===== src/rtl/read_miss_issuer.sv =====
`default_nettype none
// ============================================================================
// Module  : read_miss_issuer
// Brief   : Captures read misses, records {id,addr} in the AR FIFO, then
//           issues the read address to memory, capping in-flight misses.
// Revision: 1.0 - initial release
// ============================================================================
module read_miss_issuer #(
    parameter int ADDR_W    = 64,
    parameter int ID_W      = 10,
    parameter int MAX_OUTST = 16
) (
    input  logic                               clk,
    input  logic                               rst,
    input  logic                               miss_valid_i,
    output logic                               miss_ready_o,
    input  logic [ADDR_W-1:0]                  miss_addr_i,
    output logic                               ar_fifo_wren_o,
    input  logic                               ar_fifo_full_i,
    output logic [ID_W+ADDR_W-1:0]             ar_fifo_wdata_o,
    output logic                               mem_arvalid_o,
    input  logic                               mem_arready_i,
    output logic [ADDR_W-1:0]                  mem_araddr_o,
    output logic [ID_W-1:0]                    mem_arid_o,
    input  logic                               done_i,
    output logic [$clog2(MAX_OUTST+1)-1:0]     outstanding_o,
    output logic                               err_o
);

    localparam int CNT_W = $clog2(MAX_OUTST + 1);
    localparam logic [CNT_W-1:0] MAX_CNT = CNT_W'(MAX_OUTST);
    localparam logic [CNT_W:0]   MAX_EXT = (CNT_W+1)'(MAX_OUTST);

    typedef enum logic [1:0] {
        IDLE = 2'd0,
        PUSH = 2'd1,
        ADDR = 2'd2
    } state_t;

    state_t              state;
    logic [ADDR_W-1:0]   lat_addr;
    logic [ID_W-1:0]     lat_id;
    logic [ID_W-1:0]     next_id;
    logic [CNT_W-1:0]    outstanding;
    logic                err;
    logic                in_flight_hold;
    logic [CNT_W:0]      committed;
    logic                ar_hs;

    // A captured miss that has not yet handshaken still occupies a slot.
    assign in_flight_hold = (state != IDLE);
    assign committed      = {1'b0, outstanding} + (CNT_W+1)'(in_flight_hold);
    assign ar_hs          = (state == ADDR) && mem_arready_i;

    assign miss_ready_o    = !rst && (state == IDLE) && (committed < MAX_EXT);
    assign ar_fifo_wren_o  = (state == PUSH) && !ar_fifo_full_i;
    assign ar_fifo_wdata_o = {lat_id, lat_addr};
    assign mem_arvalid_o   = (state == ADDR);
    assign mem_araddr_o    = lat_addr;
    assign mem_arid_o      = lat_id;
    assign outstanding_o   = outstanding;
    assign err_o           = err;

    always_ff @(posedge clk) begin
        if (rst) begin
            state       <= IDLE;
            lat_addr    <= '0;
            lat_id      <= '0;
            next_id     <= '0;
            outstanding <= '0;
            err         <= 1'b0;
        end else begin
            case (state)
                IDLE: begin
                    if (miss_valid_i && miss_ready_o) begin
                        lat_addr <= miss_addr_i;
                        lat_id   <= next_id;
                        next_id  <= next_id + ID_W'(1);
                        state    <= PUSH;
                    end
                end
                PUSH: begin
                    if (!ar_fifo_full_i) begin
                        state <= ADDR;
                    end
                end
                ADDR: begin
                    if (mem_arready_i) begin
                        state <= IDLE;
                    end
                end
                default: state <= IDLE;
            endcase

            // Simultaneous issue and retirement cancel out.
            if (ar_hs && !done_i) begin
                if (outstanding != MAX_CNT) begin
                    outstanding <= outstanding + CNT_W'(1);
                end
            end else if (!ar_hs && done_i) begin
                if (outstanding == '0) begin
                    err <= 1'b1;
                end else begin
                    outstanding <= outstanding - CNT_W'(1);
                end
            end
        end
    end

endmodule
`default_nettype wire


===== config.mk =====
export PLATFORM = sky130hd
export DESIGN_NAME = read_miss_issuer
export DESIGN_NICKNAME = d
export VERILOG_FILES = /design/src/rtl/read_miss_issuer.sv
export SDC_FILE = /design/constraint.sdc
export NUM_CORES = 1
export LEC_CHECK = 0
export CAP_MARGIN = 30
export CORE_ASPECT_RATIO = 1.75
export CORE_MARGIN = 3
export CORE_UTILIZATION = 45
export DETAILED_ROUTE_END_ITERATION = 8
export DONT_BUFFER_PORTS = 1
export PLACE_DENSITY_LB_ADDON = 0.2
export SLEW_MARGIN = 20
export SYNTH_ARGS = -nofsm -noshare
export SYNTH_HDL_FRONTEND = slang
export SYNTH_SLANG_ARGS = --single-unit

===== constraint.sdc =====
create_clock -name clk -period 2.6 [get_ports clk]
set_clock_uncertainty 0.15 [all_clocks]
set_input_delay 0.13 -clock clk [delete_from_list [all_inputs] [get_ports clk]]
set_output_delay 0.13 -clock clk [all_outputs]
set_load 0.02 [all_outputs]

== Word-level counts from Yosys, hierarchy flattened ==
Cells that the tools add are included.

* Output and inout port bits: 157
* Memories: 0
* Memory bits (read-only): 0
* Logic and storage cells: 47
* Memory bits (writable): 0
* Latch bits: 0
* Register bits: 92
* Input port bits: 70

* Reduce and logical (&&, ||, !) cells: 19
* Shifts and indexed selects: 0
* Add/sub/neg operators: 4
* Equal/unequal tests: 8
* Magnitude comparators: 1
* Divide/modulo/power cells: 0
* Bitwise operators: 1
* Mux-type cells: 8
* $mul: 0

{| class="wikitable"
|+ Operators by type and width
! kind !! number
|-
| two-way mux 5 bit || 4
|-
| adder 10 x 1 -> 10 bit (second input constant) || 1
|-
| AND reduction 3 bit || 3
|-
| logical AND 1 bit || 7
|-
| adder 5 x 1 -> 6 bit || 1
|-
| < comparator 6 x 5 -> 1 bit (second input constant) || 1
|-
| two-way mux 2 bit || 3
|-
| inequality test 2 x 1 -> 1 bit (second input constant) || 3
|-
| one-hot mux 2 bit (3 select lines) || 1
|-
| adder 5 x 1 -> 5 bit (second input constant) || 1
|-
| zero test 5 bit || 1
|-
| inequality test 5 bit (second input constant) || 1
|-
| subtractor 5 x 1 -> 5 bit (second input constant) || 1
|-
| zero test 1 bit || 4
|-
| inequality test 2 bit (second input constant) || 2
|-
| nonzero test 2 bit || 2
|-
| equality test 2 x 1 -> 1 bit (second input constant) || 1
|-
| equality test 2 bit (second input constant) || 1
|-
| zero test 2 bit || 1
|-
| AND reduction 2 bit || 1
|-
| inverter 1 bit || 1
|}

== Longest topological paths before layout ==
Gate-level depths: netlist of the first run.

* Depth in word-level cells: 7
* Depth in mapped cells: 10
* Gate-level depth less buffers: 10

== Worst setup path before layout of the first run ==
Ideal clock, no wire load.

* Kind: reg-to-reg
* Start: reg state[1]
* End: reg outstanding[4], in the netlist outstanding_o[4]
* Library setup time: 0.112 ns
* Data arrival time: 2.550 ns
* Data required time: 2.338 ns
* Cell stages (with the launch flop): 11
* Period minus slack after synthesis: 2.813 ns
* Path buffers: 0
* Path slack: -0.213 ns
* Path through: dfxtp_1 nor2b_1 nand2_1 inv_1 ha_1 inv_1 ha_1 nand2b_1 o2bb2ai_1 mux2_2 a2111oi_1

* Longest elaborated chain between the ends: 6
* Elaborated cells between the ends (all ways): 10
* Classes of those cells: 3 x eq/ne; 1 x mux; 6 x reduce/logical

{| class="wikitable"
|+ RTL lines
! what !! RTL line !! text
|-
| start, declared || 40 || <nowiki>state_t state;</nowiki>
|-
| start signal, assigned || 66 || <nowiki>state <= IDLE;</nowiki>
|-
| start signal, assigned || 79 || <nowiki>state <= PUSH;</nowiki>
|-
| start signal, assigned || 84 || <nowiki>state <= ADDR;</nowiki>
|-
| equality test 2 bit (*) || n/a ||
|-
| via mem_arvalid_o || 21 || <nowiki>output logic mem_arvalid_o,</nowiki>
|-
| logical AND 1 bit (*) || 53 || <nowiki>assign ar_hs = (state == ADDR) && mem_arready_i;</nowiki>
|-
| zero test 1 bit || 100 || <nowiki>end else if (!ar_hs && done_i) begin</nowiki>
|-
| logical AND 1 bit || 100 ||
|-
| nonzero test 2 bit (no line) || n/a ||
|-
| AND reduction 3 bit (no line) || n/a ||
|-
| end signal, assigned || 98 || <nowiki>outstanding <= outstanding + CNT_W'(1);</nowiki>
|-
| end signal, assigned || 104 || <nowiki>outstanding <= outstanding - CNT_W'(1);</nowiki>
|-
| end, declared || 44 || <nowiki>logic [CNT_W-1:0] outstanding;</nowiki>
|}

The timed path passes the listed nets; every way through them passes the cells marked *.
A chain may end at the register's enable or synchronous reset.

== Worst setup path after layout of the first run ==
* Start: reg state[0]
* End: reg lat_addr[4], in the netlist mem_araddr_o[4]

* Longest elaborated chain between the ends: 6
* Elaborated cells between the ends (all ways): 8
* Classes of those cells: 1 x add/sub; 1 x order compare; 6 x reduce/logical

{| class="wikitable"
|+ RTL lines
! what !! RTL line !! text
|-
| nonzero test 2 bit || 51 || <nowiki>assign in_flight_hold = (state != IDLE);</nowiki>
|-
| adder 5 x 1 -> 6 bit || 52 || <nowiki>assign committed = {1'b0, outstanding} + (CNT_W+1)'(in_flight_hold);</nowiki>
|-
| < comparator 6 x 5 -> 1 bit || 55 || <nowiki>assign miss_ready_o = !rst && (state == IDLE) && (committed < MAX_EXT);</nowiki>
|-
| logical AND 1 bit || 55 ||
|-
| logical AND 1 bit || 75 || <nowiki>if (miss_valid_i && miss_ready_o) begin</nowiki>
|-
| AND reduction 2 bit (no line) (*) || n/a ||
|-
| end signal, assigned || 76 || <nowiki>lat_addr <= miss_addr_i;</nowiki>
|-
| end, declared || 41 || <nowiki>logic [ADDR_W-1:0] lat_addr;</nowiki>
|}

Every way passes the cells marked *; elsewhere a longest branch is shown, timed or not.

==> impl_metrics.py, run 1 <==
metrics = {
    "place": {
        "placed_cells": 533,
        "dpl.hpwl_mm": 6.00,
        "place_area_um2": 3610,
        "gp_routability_congestion": 0.828,
        "io_buffers": 0,
    },
    "worst_hold_path": {
        "hold_end": "next_id[0]$_SDFFE_PP0P_",
        "hp-start": "rst",
        "hold_class": "input port to register",
        "worstHoldPathCells": 2,
    },
    "run": {
        "drv_cap": 0,
    },
    "route": {
        "ant_nets": 0,
        "drtPass1Iterations": 4,
        "vias": 3183,
        "drt-total-wl_mm": 9.76,
        "drt_iter0_markers": 114,
        "vias_per_cell": 5.15,
        "drcViolationCount": 0,
        "routedWlPerCell_um": 15.8,
    },
    "yosys": {
        "ys_ff_latch": 92,
        "synth_area_leader_cell": "dfxtp_1",
        "synth-edff-count": 0,
        "synth_top_area_share_pct": 45.5,
        "synth.most_common_cell": "nand2_1",
        "synth_area_um2": 4050,
        "synth_common_cells": "156 x nand2_1, 92 x dfxtp_1, 85 x a21oi_1",
        "async_flop_share_pct": 0,
        "synth.area.top_cells": "dfxtp_1 46%, buf_4 14%, nand2_1 14%",
        "ys_types": 41,
        "syn_area_per_cell_um2": 8.01,
        "ys.flop_type": "dfxtp_1",
        "synthCells": 505,
        "ys_warn_count": 0,
        "seq_area_frac_synth_pct": 45.5,
        "synth_nets": 582,
    },
    "sta": {
        "finalCritPeriodShare_pct": 94.0,
        "hold_violations": 0,
        "relSlewSlack_pct": 58.6,
        "setup_viol": 0,
        "layout_min_cycle_time_ps": 2440,
        "slew_violations": 0,
        "max_freq_mhz": 409,
        "final.setup.tns_ps": 0,
        "rsz0062_at_grt": "false",
        "tightest_slew_ps": 621,
    },
    "clock_network": {
        "cts-root-buf": "clkbuf_16",
        "tritoncts": "built",
        "htree_levels": 3,
        "clkSinkCount": 92,
        "cts_buffers": 9,
        "cts.clk_slew.worst_paths_ps": 60,
        "clk_latency_ps": 330,
        "ctsLongestPathBuffers": 2,
    },
    "worst_setup_path": {
        "crit_arrival_ps": 2570,
        "end_kind": "register",
        "path_max_fanout": 35,
        "path_class": "register to register",
        "r2r_slack_ps": 160,
        "cp_cell_sequence": "buf_4, nor4_4, and2_2, buf_6, nand2_1, a21oi_1, dlygate4sd3_1",
        "r2r_cells": 7,
        "cp_top_family": "buffers and inverters",
        "path_buf_inv": 3,
        "slowest_delay_ps": 560,
        "start_kind": "register",
        "cp.required_ps": 2730,
        "cp_slowest_cell": "dlygate4sd3_1",
        "r2r_start": "state[0]$_SDFFE_PP0P_",
        "r2r-end": "mem_araddr_o[4]$_SDFFE_PP0P_",
    },
    "layout": {
        "layout.nets": 573,
        "final_cell_area_um2": 4620,
        "fin_cells": 618,
        "drive_gt1_share_pct": 7.39,
        "fin_util_pct": 53.0,
        "diodes": 0,
        "syn2layout_area_growth_pct": 14.3,
        "nFillCells": 812,
    },
    "global_routing": {
        "grt_pass1_vias": 3102,
        "grt.busiest_layer": "met2",
        "grt_antenna_before_repair": 0,
        "grt_use_total_pct": 18.7,
        "grtUsageMet1_pct": 19.6,
        "grtUsageMet3_pct": 6.93,
        "grt_pass1_wl_mm": 15.3,
        "grt-ovfl-total": 0,
        "grt_use_met2_pct": 32.7,
        "grt_max_degree": 95,
    },
    "die": {
        "die_w_um": 77.7,
        "fp-row-count": 45,
        "die_area_um2": 10200,
        "die_h_um": 131,
        "initial_core_util_pct": 46.4,
        "core_area_um2": 8730,
        "ios": 227,
    },
    "pwr": {
        "p_leak_uw": 0.00168,
        "irDropWorstVdd_v": 0.000598,
        "power.density_nw_per_um2": 874,
    },
    "run_status": {
        "status": "finished clean",
    },
}
[power by group]
part           leakage [uW]  switching [uW]  internal, uW
sequential         0.000749             432          1550
clock              0.000147             512           770
combinational      0.000788             430           348
[registers in the layout, summed over array words and instances (netlist names)]
signal	flops
next_id	10
mem_arid_o	10
outstanding_o	5
mem_araddr_o	64
err_o	1
state	2
[cell families after synthesis]
kind of cell | after synthesis | synth area share, %
xor gates and xnor gates | 7 | 1.52
and+or+nand+nor | 190 | 19.7
adders and majority gates | 7 | 2.35
buffers and inverters | 110 | 17.8
AOI/OAI and AO/OA | 97 | 12.6
muxes | 2 | 0.526
DFF | 92 | 45.5
[through the flow]
step | hold slack, ps | setup slack [ps] | power (uW)
after floorplan | 116 | 17.7 | 2630
after global placement | 59.1 | 220 | 2640
after detailed placement | 60.5 | 82.0 | 2670
after CTS | 28.4 | 63.9 | 4080
after global routing | 52.6 | 5.91 | 4250
final | 25.2 | 156 | 4040
[cells in the final DEF (no fill, tap or decap), drive strengths merged, types with 4 or more instances in the layout]
cell and instances:
o21ai 4, dlygate4sd3 68, nand2 156, ha 6
dfxtp 92, buf 13, nor2 10, nand3 4
xor2 4, clkbuf 12, inv 9, or3 4
a21oi 85
[worst max-delay path by stage]
| stage | startpoint | endpoint | slack [ps] | cells after the start |
|---|---|---|---|---|
| 2_1_floorplan | state[1]$_SDFFE_PP0P_ | outstanding_o[4]$_SDFFE_PP0P_ | 20 | 10 |
| 3_3_place_gp | state[1]$_SDFFE_PP0P_ | outstanding_o[4]$_SDFFE_PP0P_ | 220 | 10 |
| 3_5_place_dp | state[1]$_SDFFE_PP0P_ | outstanding_o[4]$_SDFFE_PP0P_ | 80 | 10 |
| 4_1_cts | state[1]$_SDFFE_PP0P_ | outstanding_o[4]$_SDFFE_PP0P_ | 60 | 10 |
| 5_1_grt | state[0]$_SDFFE_PP0P_ | mem_araddr_o[4]$_SDFFE_PP0P_ | 6 | 7 |
| 6_report | state[0]$_SDFFE_PP0P_ | mem_araddr_o[4]$_SDFFE_PP0P_ | 160 | 7 |
[layer usage]
metal / wire length [um] / up-vias
met5: 0 / -
met4: 196 / 0
met3: 792 / 18
met2: 5080 / 146
met1: 3700 / 1477
li1: - / 1542
[worst reg2reg max path, cell delays in order (launching register included)]
cell and delay (ps):
dfxtp_1 330, buf_4 160, nor4_4 470, and2_2 240
buf_6 250, nand2_1 110, a21oi_1 120, dlygate4sd3_1 560
[timing repair]
item / in CTS / in global routing
resized for setup: 0 / 3
hold buffers: 69 / 0
setup endpoints to repair: 0 / 2
buffers inserted: 0 / 0
hold endpoints to repair: 92 / 0
[cell type report]
class | instances | area, um^2 | share of cell area [%]
clock buffer | 12 | 246 | 5.33
multi-input combinational | 303 | 1500 | 32.5
inverter | 9 | 33.8 | 0.731
sequential | 92 | 1840 | 39.8
tap | 117 | 146 | 3.17
timing repair buffer | 81 | 802 | 17.3
clock inverter | 4 | 48.8 | 1.06
No activity file was read; power rests on OpenSTA's default activity.
==> run 2: changes to the inputs <==
ABC_AREA = 1   (was unset)
==> impl_metrics.py, run 2 <==
metrics = {
    "worst_setup_path": {
        "cp_cell_sequence": "nor2_4, nand3_4, inv_2, buf_4, nand2_2, a21oi_2, dlygate4sd3_1",
        "cp-endpoint": "mem_araddr_o[18]$_SDFFE_PP0P_",
        "crit_path_start": "outstanding_o[4]$_SDFFE_PP0P_",
        "crit_arrival_ps": 2320,
        "cp.required_ps": 2720,
        "end_kind": "register",
        "path_class": "register to register",
        "r2r-end": "mem_araddr_o[18]$_SDFFE_PP0P_",
        "cp_slowest_cell": "dlygate4sd3_1",
        "slowest_delay_ps": 550,
        "r2r_cells": 7,
        "r2r_start": "outstanding_o[4]$_SDFFE_PP0P_",
        "start_kind": "register",
        "path_max_fanout": 38,
        "r2r_slack_ps": 400,
    },
    "route": {
        "drt-total-wl_mm": 9.58,
        "vias": 3288,
        "vias_per_cell": 5.08,
        "drcViolationCount": 0,
        "drt_iter0_markers": 111,
        "ant_nets": 0,
        "drtPass1Iterations": 5,
        "routedWlPerCell_um": 14.8,
    },
    "yosys": {
        "synth_fa_ha_area_share_pct": 2.20,
        "ys.flop_type": "dfxtp_1",
        "synth_top_family_by_area": "simple AND/OR/NAND/NOR gates",
        "ys_warn_count": 0,
        "synth_xor_area_share_pct": 0.812,
        "synthCells": 539,
        "synth.most_common_cell": "nand2_1",
        "synth.area.top_cells": "dfxtp_1 43%, buf_4 13%, nand2_1 13%",
        "ys_types": 28,
        "synth_nets": 616,
        "synth-edff-count": 0,
        "synth_top_area_share_pct": 42.7,
        "seq_area_frac_synth_pct": 42.7,
        "synth_area_leader_cell": "dfxtp_1",
        "synth_mux_area_share_pct": 0,
        "ys_ff_latch": 92,
        "synth_area_um2": 4320,
        "yosys.area_share.simple_pct": 22.0,
        "syn_area_per_cell_um2": 8.01,
        "async_flop_share_pct": 0,
        "synth-compound-area-share_pct": 13.4,
        "synth_common_cells": "145 x nand2_1, 92 x dfxtp_1, 75 x buf_4",
    },
    "pwr": {
        "p_leak_uw": 0.00178,
        "intPower_uw": 2710,
        "pwr-share-comb_pct": 20.0,
        "p_clk_share_pct": 31.1,
        "power.density_nw_per_um2": 879,
        "power_uw": 4210,
        "irDropWorstVdd_v": 0.000555,
        "p_seq_share_pct": 49.0,
        "netSwitchingFraction_pct": 35.8,
        "switching_power_uw": 1510,
    },
    "clock_network": {
        "cts-root-buf": "clkbuf_16",
        "clkSinkCount": 92,
        "cts_setup_buffers": 0,
        "cts_buffers": 9,
        "cts.clk_slew.worst_paths_ps": 60,
        "ctsLongestPathBuffers": 2,
        "clk_latency_ps": 330,
        "tritoncts": "built",
        "cts_resized": 0,
        "htree_levels": 3,
    },
    "global_routing": {
        "grt_pass1_vias": 3252,
        "grt_use_total_pct": 17.1,
        "grt-ovfl-total": 0,
        "grt_pass1_wl_mm": 14.8,
        "grt_antenna_before_repair": 0,
        "grt_max_degree": 80,
    },
    "place": {
        "io_buffers": 0,
        "gp_routability_congestion": 0.758,
        "dpl.hpwl_mm": 6.03,
        "dp_slack_ps": 484,
    },
    "sta": {
        "worst_slack_ps": 395,
        "hold_violations": 0,
        "final.setup.tns_ps": 0,
        "rsz0062_at_grt": "false",
        "slew_violations": 0,
        "finalCritPeriodShare_pct": 84.8,
        "layout_min_cycle_time_ps": 2200,
        "max_freq_mhz": 454,
        "setup_viol": 0,
        "tightest_slew_ps": 536,
        "relSlewSlack_pct": 64.2,
    },
    "die": {
        "die_h_um": 136,
        "core_area_um2": 9210,
        "die_w_um": 80.0,
        "initial_core_util_pct": 46.9,
        "die_area_um2": 10800,
        "fp-row-count": 46,
        "ios": 227,
    },
    "layout": {
        "fin_util_pct": 52.1,
        "nFillCells": 855,
        "layout_commonest_cell": "nand2_1",
        "syn2layout_area_growth_pct": 11.1,
        "layout_common_cells": "145 x nand2_1, 92 x dfxtp_1, 68 x dlygate4sd3_1",
        "layout.nets": 599,
        "largest_reg_flops": 64,
        "drive_gt1_share_pct": 15.7,
        "diodes": 0,
    },
    "run": {
        "drv_cap": 0,
    },
    "worst_hold_path": {
        "hold_class": "input port to register",
    },
    "run_status": {
        "status": "finished clean",
    },
}
run 2: changes by cell type after synthesis, sizes merged, moves of 2 or more:
cell / change
nor3: +2
clkbuf: -4
or3: -4
nor4: -3
nand2: +20
inv: +15
nor2: +16
nand2b: -2
buf: +4
nand3: +6
xnor2: -2
run 2: routing by layer:
metal | vias to the layer above | track usage (%) | wire length [um] | part of all wire, %
li1 | 1596 | - | - | -
met1 | 1487 | 17.2 | 3600 | 38
met2 | 190 | 31.7 | 5030 | 52
met3 | 15 | 5.59 | 817 | 8.5
met4 | 0 | 6.86 | 136 | 1.4
met5 | - | 0 | 0 | 0
run 2: power groups by stage:
stage / clock [uW] / combinational, uW / sequential [uW]
2_1_floorplan: 0 / 945 / 1900
3_3_place_gp: 0 / 696 / 2100
3_5_place_dp: 0 / 720 / 2100
4_1_cts: 1350 / 837 / 2070
5_1_grt: 1430 / 941 / 2090
6_report: 1310 / 841 / 2060
run 2: per-stage QoR:
step,cell area (um^2),hold slack [ps],std cells
after global placement,3780,51.2,562
after CTS,4800,28.3,647
after floorplan,4320,116,539
after global routing,4800,50.5,647
after detailed placement,3780,52.4,562
final,4800,34.8,647
run 2: worst min path at each step:
stage,startpoint,endpoint,slack [ps],cells past startpoint
finish,rst,err_o$_SDFFE_PP0P_,30,2
global route,rst,next_id[8]$_SDFFE_PP0P_,50,3
CTS,rst,err_o$_SDFFE_PP0P_,30,2
detailed placement,rst,mem_araddr_o[20]$_SDFFE_PP0P_,50,1
global placement,rst,mem_araddr_o[21]$_SDFFE_PP0P_,50,1
floorplan,miss_addr_i[16],mem_araddr_o[16]$_SDFFE_PP0P_,120,2
run 2: cell type report:
class,count,area [um^2],share of cell area [%]
inverter,24,90.1,1.88
clock inverter,3,45.0,0.939
multi-input combinational,322,1660,34.6
timing repair buffer,73,751,15.7
tap,120,150,3.13
sequential,92,1840,38.4
clock buffer,13,260,5.43
run 2: timing repair:
item                                    CTS  global route
endpoints found under the setup margin    0             0
hold buffers                             69             0
endpoints found under the hold margin    78             0
run 2: logic make-up (layout without fill, tap and decap cells):
kind of cell,Yosys count,count (layout)
compound gates,92,92
buf+inv,125,113
flops,92,92
simple gates,219,219
xor+xnor,4,4
fa+ha+maj,7,7
run 2: worst max-delay path, delay by kind of cell, from the launching register on:
family | cells | cell delay, ps
compound gates | 1 | 120
buf+inv | 3 | 1050
flops | 1 | 440
simple gates | 3 | 380
